==> config.mk <==
export PLATFORM = sky130hd
export DESIGN_NAME = writeback_arbiter_flat
export DESIGN_NICKNAME = d
export VERILOG_FILES = /design/src/rtl/writeback_arbiter_if.sv /design/src/rtl/writeback_arbiter.sv /design/src/flat_wrapper.sv
export SDC_FILE = /design/constraint.sdc
export NUM_CORES = 1
export LEC_CHECK = 0
export CORE_MARGIN = 2
export CORE_UTILIZATION = 47
export CTS_CLUSTER_SIZE = 8
export DETAILED_ROUTE_END_ITERATION = 7
export PLACE_DENSITY_LB_ADDON = 0.08
export SYNTH_ARGS = -nofsm -noshare
export SYNTH_HDL_FRONTEND = slang
export SYNTH_SLANG_ARGS = --single-unit
export TNS_END_PERCENT = 5
==> constraint.sdc <==
create_clock -name clock_i -period 5.6 [get_ports clock_i]
set_input_delay 0.84 -clock clock_i [delete_from_list [all_inputs] [get_ports clock_i]]
set_output_delay 0.84 -clock clock_i [all_outputs]
set_load 0.01 [all_outputs]
==> src/rtl/writeback_arbiter_if.sv <==
// Writeback arbiter bus: FX and LoadStore request channels plus the
// registered writeback port toward the GPR file.
interface writeback_arbiter_if #(
   parameter int regWidth  = 5,
   parameter int dataWidth = 64
);
   logic                 fxValid_i;
   logic [regWidth-1:0]  fxAddress_i;
   logic [dataWidth-1:0] fxVal_i;
   logic                 fxReady_o;

   logic                 lsValid_i;
   logic [regWidth-1:0]  lsAddress_i;
   logic [dataWidth-1:0] lsVal_i;
   logic                 lsReady_o;

   logic                 wbReady_i;
   logic                 wbEnable_o;
   logic [regWidth-1:0]  wbAddress_o;
   logic [dataWidth-1:0] wbVal_o;
   logic [2:0]           wbUnitCode_o;

   // Arbiter side
   modport slave (
      input  fxValid_i, fxAddress_i, fxVal_i,
      input  lsValid_i, lsAddress_i, lsVal_i,
      input  wbReady_i,
      output fxReady_o, lsReady_o,
      output wbEnable_o, wbAddress_o, wbVal_o, wbUnitCode_o
   );

   // Execution units / register file side
   modport master (
      output fxValid_i, fxAddress_i, fxVal_i,
      output lsValid_i, lsAddress_i, lsVal_i,
      output wbReady_i,
      input  fxReady_o, lsReady_o,
      input  wbEnable_o, wbAddress_o, wbVal_o, wbUnitCode_o
   );
endinterface

==> src/rtl/writeback_arbiter.sv <==
// Writeback arbiter: two per-unit FIFOs (FX, LoadStore) drained round-robin
// into one registered valid/ready writeback port for the GPR file.
module writeback_arbiter #(
   parameter int         regWidth     = 5,
   parameter int         dataWidth    = 64,
   parameter int         DEPTH        = 2,
   parameter logic [2:0] FXUnitCode   = 3'd0,
   parameter logic [2:0] LdStUnitCode = 3'd2
) (
   input  logic               clock_i,
   input  logic               reset_i,
   writeback_arbiter_if.slave wb
);
   localparam int PW = (DEPTH > 1) ? $clog2(DEPTH) : 1;
   localparam int CW = PW + 1;
   localparam int FX = 0;
   localparam int LS = 1;

   logic [1:0]           src_valid;
   logic [1:0]           src_ready;
   logic [1:0]           src_push;
   logic [1:0]           src_pop;
   logic [1:0]           src_nonempty;
   logic [regWidth-1:0]  src_addr  [2];
   logic [dataWidth-1:0] src_val   [2];
   logic [regWidth-1:0]  head_addr [2];
   logic [dataWidth-1:0] head_val  [2];

   logic                 wb_en_q, wb_en_d;
   logic [regWidth-1:0]  wb_addr_q, wb_addr_d;
   logic [dataWidth-1:0] wb_val_q, wb_val_d;
   logic [2:0]           wb_code_q, wb_code_d;
   logic                 last_ls_q, last_ls_d;   // 1 = last grant went to LS

   logic                 out_free;
   logic                 load;
   logic                 grant_ls;

   assign src_valid     = {wb.lsValid_i, wb.fxValid_i};
   assign src_addr[FX]  = wb.fxAddress_i;
   assign src_addr[LS]  = wb.lsAddress_i;
   assign src_val[FX]   = wb.fxVal_i;
   assign src_val[LS]   = wb.lsVal_i;

   assign wb.fxReady_o    = src_ready[FX];
   assign wb.lsReady_o    = src_ready[LS];
   assign wb.wbEnable_o   = wb_en_q;
   assign wb.wbAddress_o  = wb_addr_q;
   assign wb.wbVal_o      = wb_val_q;
   assign wb.wbUnitCode_o = wb_code_q;

   genvar gi;
   generate
      for (gi = 0; gi < 2; gi++) begin : g_fifo
         logic [regWidth-1:0]  mem_addr_q [DEPTH];
         logic [dataWidth-1:0] mem_val_q  [DEPTH];
         logic [PW-1:0]        wr_ptr_q, wr_ptr_d;
         logic [PW-1:0]        rd_ptr_q, rd_ptr_d;
         logic [CW-1:0]        count_q, count_d;

         // Ready looks only at the registered count, so a full FIFO refuses
         // a push even on the edge where it is popped.
         assign src_ready[gi]    = (count_q != CW'(DEPTH));
         assign src_nonempty[gi] = (count_q != '0);
         assign src_push[gi]     = src_valid[gi] & src_ready[gi];
         assign head_addr[gi]    = mem_addr_q[rd_ptr_q];
         assign head_val[gi]     = mem_val_q[rd_ptr_q];

         // Pointer and occupancy update; pointers wrap modulo DEPTH
         always_comb begin
            wr_ptr_d = wr_ptr_q;
            rd_ptr_d = rd_ptr_q;
            count_d  = count_q;
            if (src_push[gi]) wr_ptr_d = wr_ptr_q + PW'(1);
            if (src_pop[gi])  rd_ptr_d = rd_ptr_q + PW'(1);
            case ({src_push[gi], src_pop[gi]})
               2'b10:   count_d = count_q + CW'(1);
               2'b01:   count_d = count_q - CW'(1);
               default: count_d = count_q;
            endcase
         end

         // FIFO control registers; reset empties the FIFO
         always_ff @(posedge clock_i or negedge reset_i) begin
            if (!reset_i) begin
               wr_ptr_q <= '0;
               rd_ptr_q <= '0;
               count_q  <= '0;
            end else begin
               wr_ptr_q <= wr_ptr_d;
               rd_ptr_q <= rd_ptr_d;
               count_q  <= count_d;
            end
         end

         // Entry storage; contents are meaningless until counted, so no reset
         always_ff @(posedge clock_i) begin
            if (src_push[gi]) begin
               mem_addr_q[wr_ptr_q] <= src_addr[gi];
               mem_val_q[wr_ptr_q]  <= src_val[gi];
            end
         end
      end
   endgenerate

   // Round-robin pick on registered counts; at most one pop per cycle
   always_comb begin
      out_free = !wb_en_q || wb.wbReady_i;
      if (&src_nonempty) grant_ls = !last_ls_q;
      else               grant_ls = src_nonempty[LS];
      load        = out_free && (|src_nonempty);
      src_pop     = '0;
      src_pop[FX] = load && !grant_ls;
      src_pop[LS] = load && grant_ls;
   end

   // Output register next state: load winner's head, or go idle when empty
   always_comb begin
      wb_en_d   = wb_en_q;
      wb_addr_d = wb_addr_q;
      wb_val_d  = wb_val_q;
      wb_code_d = wb_code_q;
      last_ls_d = last_ls_q;
      if (out_free) wb_en_d = |src_nonempty;
      if (load) begin
         wb_addr_d = grant_ls ? head_addr[LS] : head_addr[FX];
         wb_val_d  = grant_ls ? head_val[LS]  : head_val[FX];
         wb_code_d = grant_ls ? LdStUnitCode  : FXUnitCode;
         last_ls_d = grant_ls;
      end
   end

   // Output and round-robin state; reset favours FX on the first tie
   always_ff @(posedge clock_i or negedge reset_i) begin
      if (!reset_i) begin
         wb_en_q   <= 1'b0;
         wb_addr_q <= '0;
         wb_val_q  <= '0;
         wb_code_q <= 3'd0;
         last_ls_q <= 1'b1;
      end else begin
         wb_en_q   <= wb_en_d;
         wb_addr_q <= wb_addr_d;
         wb_val_q  <= wb_val_d;
         wb_code_q <= wb_code_d;
         last_ls_q <= last_ls_d;
      end
   end
endmodule

==> src/flat_wrapper.sv <==
// flat-port wrapper written by rule: the top's interface ports become plain ports
module writeback_arbiter_flat 
#(
   parameter int         regWidth     = 5,
   parameter int         dataWidth    = 64,
   parameter int         DEPTH        = 2,
   parameter logic [2:0] FXUnitCode   = 3'd0,
   parameter logic [2:0] LdStUnitCode = 3'd2
)
  (clock_i, reset_i, wb_fxValid_i, wb_fxAddress_i, wb_fxVal_i, wb_lsValid_i, wb_lsAddress_i, wb_lsVal_i, wb_wbReady_i, wb_fxReady_o, wb_lsReady_o, wb_wbEnable_o, wb_wbAddress_o, wb_wbVal_o, wb_wbUnitCode_o);
  writeback_arbiter_if #(.regWidth(regWidth), .dataWidth(dataWidth)) wb_i ();
  input  logic clock_i;
  input  logic reset_i;
  input wire logic [$bits(wb_i.fxValid_i)-1:0] wb_fxValid_i;
  input wire logic [$bits(wb_i.fxAddress_i)-1:0] wb_fxAddress_i;
  input wire logic [$bits(wb_i.fxVal_i)-1:0] wb_fxVal_i;
  input wire logic [$bits(wb_i.lsValid_i)-1:0] wb_lsValid_i;
  input wire logic [$bits(wb_i.lsAddress_i)-1:0] wb_lsAddress_i;
  input wire logic [$bits(wb_i.lsVal_i)-1:0] wb_lsVal_i;
  input wire logic [$bits(wb_i.wbReady_i)-1:0] wb_wbReady_i;
  output wire logic [$bits(wb_i.fxReady_o)-1:0] wb_fxReady_o;
  output wire logic [$bits(wb_i.lsReady_o)-1:0] wb_lsReady_o;
  output wire logic [$bits(wb_i.wbEnable_o)-1:0] wb_wbEnable_o;
  output wire logic [$bits(wb_i.wbAddress_o)-1:0] wb_wbAddress_o;
  output wire logic [$bits(wb_i.wbVal_o)-1:0] wb_wbVal_o;
  output wire logic [$bits(wb_i.wbUnitCode_o)-1:0] wb_wbUnitCode_o;
  assign wb_i.fxValid_i = wb_fxValid_i;
  assign wb_i.fxAddress_i = wb_fxAddress_i;
  assign wb_i.fxVal_i = wb_fxVal_i;
  assign wb_i.lsValid_i = wb_lsValid_i;
  assign wb_i.lsAddress_i = wb_lsAddress_i;
  assign wb_i.lsVal_i = wb_lsVal_i;
  assign wb_i.wbReady_i = wb_wbReady_i;
  assign wb_fxReady_o = wb_i.fxReady_o;
  assign wb_lsReady_o = wb_i.lsReady_o;
  assign wb_wbEnable_o = wb_i.wbEnable_o;
  assign wb_wbAddress_o = wb_i.wbAddress_o;
  assign wb_wbVal_o = wb_i.wbVal_o;
  assign wb_wbUnitCode_o = wb_i.wbUnitCode_o;
  writeback_arbiter #(.regWidth(regWidth), .dataWidth(dataWidth), .DEPTH(DEPTH), .FXUnitCode(FXUnitCode), .LdStUnitCode(LdStUnitCode)) u_core (.clock_i(clock_i), .reset_i(reset_i), .wb(wb_i));
endmodule
# Word-level counts from Yosys, hierarchy flattened
# Memory sizes are Yosys's and may differ from the RTL's.
# Cells that the tools add are included.
[op_classes]
reduce_logical = 13
muxes = 10
n_eq_ne = 6
addsub = 8
bitwise_logic = 2
[op_table]
columns = ["op", "count"]
rows = [
  ["2-to-1 mux 64 bit", 1],
  ["case mux 2 bit (2 select lines)", 2],
  ["nonzero test 2 bit", 4],
  ["2-to-1 mux 1 bit", 5],
  ["2-to-1 mux 5 bit", 1],
  ["adder 1 bit (second input constant)", 4],
  ["adder 2 x 1 -> 2 bit (second input constant)", 2],
  ["equality test 2 x 1 -> 1 bit (second input constant)", 2],
  ["equality test 2 bit (second input constant)", 2],
  ["!= test 2 bit (second input constant)", 2],
  ["subtractor 2 x 1 -> 2 bit (second input constant)", 2],
  ["logical AND 1 bit", 3],
  ["zero test 1 bit", 3],
  ["bitwise AND 1 bit", 2],
  ["2-to-1 mux 2 bit", 1],
  ["AND reduction 2 bit", 1],
  ["OR reduction 2 bit", 1],
  ["logical OR 1 bit", 1],
]
[word_totals]
ramBits = 276
output_inout_bits = 75
regBits = 82
mem_count = 4
wordCells = 54
[memory_table]
columns = ["memory", "depth", "width", "read_ports", "rd_clocked_by_memory_dff", "write_ports", "line", "rtl"]
rows = [
  ["u_core.g_fifo[0].mem_val_q", 2, 64, 1, 0, 1, "writeback_arbiter.sv:56", "logic [dataWidth-1:0] mem_val_q [DEPTH];"],
  ["u_core.g_fifo[1].mem_val_q", 2, 64, 1, 0, 1, "writeback_arbiter.sv:56", ""],
  ["u_core.g_fifo[0].mem_addr_q", 2, 5, 1, 0, 1, "writeback_arbiter.sv:55", "logic [regWidth-1:0] mem_addr_q [DEPTH];"],
  ["u_core.g_fifo[1].mem_addr_q", 2, 5, 1, 0, 1, "writeback_arbiter.sv:55", ""],
]

# Longest topological paths before layout
[logic_depth]
depth_word = 7
ltp_mapped = 9
mapped_depth_nobuf = 7

# Worst setup path before layout
# Ideal clock, no wire load.
[synth_path]
path_kind = "input port to flip-flop"
startpoint = "input wb_lsValid_i"
endpoint = "memory u_core.g_fifo[1].mem_addr_q[0][0], enable pin"
path_buffers = 0
setup_time_ps = 496
stages = 2
t_required_ps = 5104
t_arrival_ps = 3819
slack_ps = 1284
path_cell_list = "nand2_1 nor2_1"
[synth_between]
elab_chain_cells = 3
[synth_lines]
columns = ["element", "line", "rtl"]
rows = [
  ["start: declaration", "flat_wrapper.sv:17", "input wire logic [$bits(wb_i.lsValid_i)-1:0] wb_lsValid_i;"],
  ["bitwise AND 1 bit", "writeback_arbiter.sv:65", "assign src_push[gi] = src_valid[gi] & src_ready[gi];"],
  ["2-to-1 mux 1 bit", "writeback_arbiter.sv:98", "if (src_push[gi]) begin"],
  ["2-to-1 mux 1 bit (implied by the code)", "writeback_arbiter.sv:99", "mem_addr_q[wr_ptr_q] <= src_addr[gi];"],
  ["end: declaration", "writeback_arbiter.sv:55", ""],
]
# Every way passes these cells.

# Worst setup path after layout
[layout_path]
startpoint = "register u_core.g_fifo[0].count_q[0]"
endpoint = "output wb_fxReady_o"
[layout_between]
elab_chain_cells = 1
[layout_lines]
columns = ["element", "line", "rtl"]
rows = [
  ["start: declaration", "writeback_arbiter.sv:59", "logic [CW-1:0] count_q, count_d;"],
  ["start signal: assignment", "writeback_arbiter.sv:92", "count_q <= count_d;"],
  ["!= test 2 bit", "writeback_arbiter.sv:63", "assign src_ready[gi] = (count_q != CW'(DEPTH));"],
  ["end: declaration", "flat_wrapper.sv:21", "output wire logic [$bits(wb_i.fxReady_o)-1:0] wb_fxReady_o;"],
]
# Every way passes these cells.

==> reports/qor.yml <==
die:
  rows: 61
  die_h_um: 171.1
  die-area_um2: 29280
  start_util_pct: 47.51
  ios: 218
  core_area_um2: 27630
  die_w_um: 171.1
pwr:
  power_uw: 9491
  power.density_nw_per_um2: 554.8
  ir_drop_mv: 0.3223
  leakagePower_uw: 0.006242
logic_synthesis:
  seq_area_frac_synth_pct: 78.40
  syn_area_um2: 13130
  synth.mux.area_fraction_pct: 10.52
  ys.warnings.count: 0
  synth_compound_area_share_pct: 7.559
  synth-seq-cells: 356
  synthAdderAreaFrac_pct: 0.1906
  syn_area_per_cell_um2: 18.28
  synthSimpleGateAreaFrac_pct: 0.7340
  synth_cell_types: 25
  synth_xor_area_share_pct: 0.6672
  synth_top_family_by_area: "multiplexers"
  synthCells: 718
sta:
  slew_headroom_pct: 24.19
  maxSlewViolCount: 0
  min_period_ns: 2.771
  worstMarginPinSlew_ns: 1.137
  hold_viol: 0
  setup_violations: 0
  fmax_ghz: 0.3609
  tns_ns: 0
  rsz0062_at_grt: "no"
  fin_worst_skew_ns: 0.01874
  period_share_pct: 49.48
cts:
  clock_latency_ns: 0.54
  cts_hold_buf: 0
  postCtsSetupBuffers: 0
  clockBufferDepth: 3
  root_buffer: "clkbuf_16"
  cts_resized: 0
  numClockSinks: 356
  cts_buffers: 50
  cts-htree-levels: 2
  cts_tree: "yes"
  path_clk_slew_ns: 0.05
grt:
  grt_pass1_wl_um: 47240
  grt_pass1_vias: 8226
  gr-usage-all-layers_pct: 21.69
  grt_max_degree: 73
  grt_overflow: 0
  antenna_found_initial: 2
cells_and_area:
  drive_above_1_share_pct: 7.505
  fillers: 2089
  fin_nets: 1091
  area_growth_syn_to_layout_pct: 30.33
  layout_commonest_cell: "edfxtp_1"
  final_util_pct: 61.92
  final_cell_mix: "edfxtp_1 (276), clkdlybuf4s50_1 (214), mux2i_1 (138)"
  final_cell_count_no_fill: 1367
critical_path:
  path_buf_inv: 1
  path_class: "register to output port"
  crit_path_start_kind: "register"
  required_ns: 4.76
  worst_ep_arrival_time_ns: 1.93
  cp_top_family: "buffers and inverters"
  crit_path_max_incr_delay_ns: 0.58
  crit_path_max_fanout: 6
  path_cells: "nand2b_1, clkdlybuf4s50_1"
  end_kind: "output port"
  cp_slowest_cell: "clkdlybuf4s50_1"
job:
  drv_cap: 0
detailed_routing:
  vias_per_cell: 5.459
  ant_nets: 0
  drtIter0Drc: 525
  dr.pass1.iters: 5
  wl_per_cell_um: 22.98
  wirelength_um: 31410
  via_count: 7462
  drc: 0
place:
  port_buffers: 215
  dp_hpwl_um: 17580
  dp.cells: 1272
  routabilityCongestion: 0.7125
hold_path:
  hold_path_class: "input pin to async pin"
outcome:
  status: "completed"
## area by class of cell
cell class | count | area [um2] | share of cell area (%)
sequential | 356 | 10300 | 60.20
clock buffer | 90 | 1423 | 8.316
antenna | 3 | 7.507 | 0.04388
inverter | 2 | 7.507 | 0.04388
clock inverter | 2 | 38.79 | 0.2267
multi-input combinational | 312 | 2643 | 15.45
timing repair buffer | 224 | 2217 | 12.96
tap | 378 | 473.0 | 2.765
## cell families (layout without fill, tap and decap cells)
logic type,Yosys count,in the layout
AOI/OAI and AO/OA,143,143
xor gates and xnor gates,10,10
adders and majority gates,2,2
buffers and inverters,51,318
DFF,356,356
muxes,138,138
other,1,5
and+or+nand+nor,17,17
## stage by stage
stage | setup slack, ns | area [um2] | hold WS [ns]
detailed placement | 2.298 | 15640 | 0.4977
global route | 2.706 | 17100 | 0.3135
finish | 2.829 | 17110 | 0.2927
floorplan | 1.284 | 13130 | 0.4604
global placement | 2.320 | 15640 | 0.4932
CTS | 2.814 | 17100 | 0.2886
## metal layers
layer / wire (um) / vias to the layer above / track usage, % / part of all wire (%)
li1: - / 3337 / - / -
met1: 12890 / 3811 / 28.24 / 41
met2: 15900 / 268 / 37.13 / 51
met3: 2011 / 46 / 4.187 / 6.4
met4: 608 / 0 / 6.448 / 1.9
met5: 0 / - / 0 / 0
## Yosys cell counts, drive strengths merged
cell	instances	area share, %
conb	1	0.029
inv	2	0.057
nand2b	3	0.14
dfrtp	79	15
xnor2	8	0.53
o211ai	1	0.095
and3	2	0.095
dfstp	1	0.20
o221ai	70	4.7
buf	36	1.5
xor2	2	0.13
nor2	5	0.14
nor4	1	0.16
o21ai	72	2.7
clkbuf	13	0.38
ha	2	0.19
nand2	5	0.14
nor2b	1	0.048
mux2i	138	11
edfxtp	276	63
## registers in the layout, summed over array words and instances, names as in the netlist
signal	count
u_core.last_ls_q	1
u_core.wb.wbUnitCode_o	1
u_core.g_fifo.rd_ptr_q	2
u_core.g_fifo.mem_val_q	256
u_core.g_fifo.count_q	4
u_core.g_fifo.wr_ptr_q	2
u_core.wb.wbVal_o	64
u_core.wb.wbAddress_o	5
u_core.g_fifo.mem_addr_q	20
u_core.wb.wbEnable_o	1
## worst paths after layout
| path | from | end | slack (ns) | depth (start not counted) |
|---|---|---|---|---|
| max | u_core.g_fifo[0].count_q[0]$_DFFE_PN0P_ | wb_fxReady_o | 2.83 | 2 |
| min | reset_i | u_core.wb.wbUnitCode_o[1]$_DFFE_PN0P_ | 0.29 | 1 |
| max reg2reg | u_core.g_fifo[0].count_q[0]$_DFFE_PN0P_ | u_core.g_fifo[0].mem_val_q[0][49]$_DFFE_PP_ | 2.90 | 4 |
| min reg2reg | u_core.last_ls_q$_DFFE_PN1P_ | u_core.last_ls_q$_DFFE_PN1P_ | 0.51 | 2 |
| max in group asynchronous | reset_i | u_core.g_fifo[1].rd_ptr_q$_DFFE_PN0P_ | 4.12 | 2 |
| min in group clock_i | u_core.last_ls_q$_DFFE_PN1P_ | u_core.last_ls_q$_DFFE_PN1P_ | 0.51 | 2 |
## where the power goes
group	switching [uW]	internal [uW]	total (uW)
Clock	1030	1740	2770
Combinational	1380	1180	2560
Sequential	444	3720	4160
Total	2860	6630	9490
No activity file was read; power rests on OpenSTA's default activity.
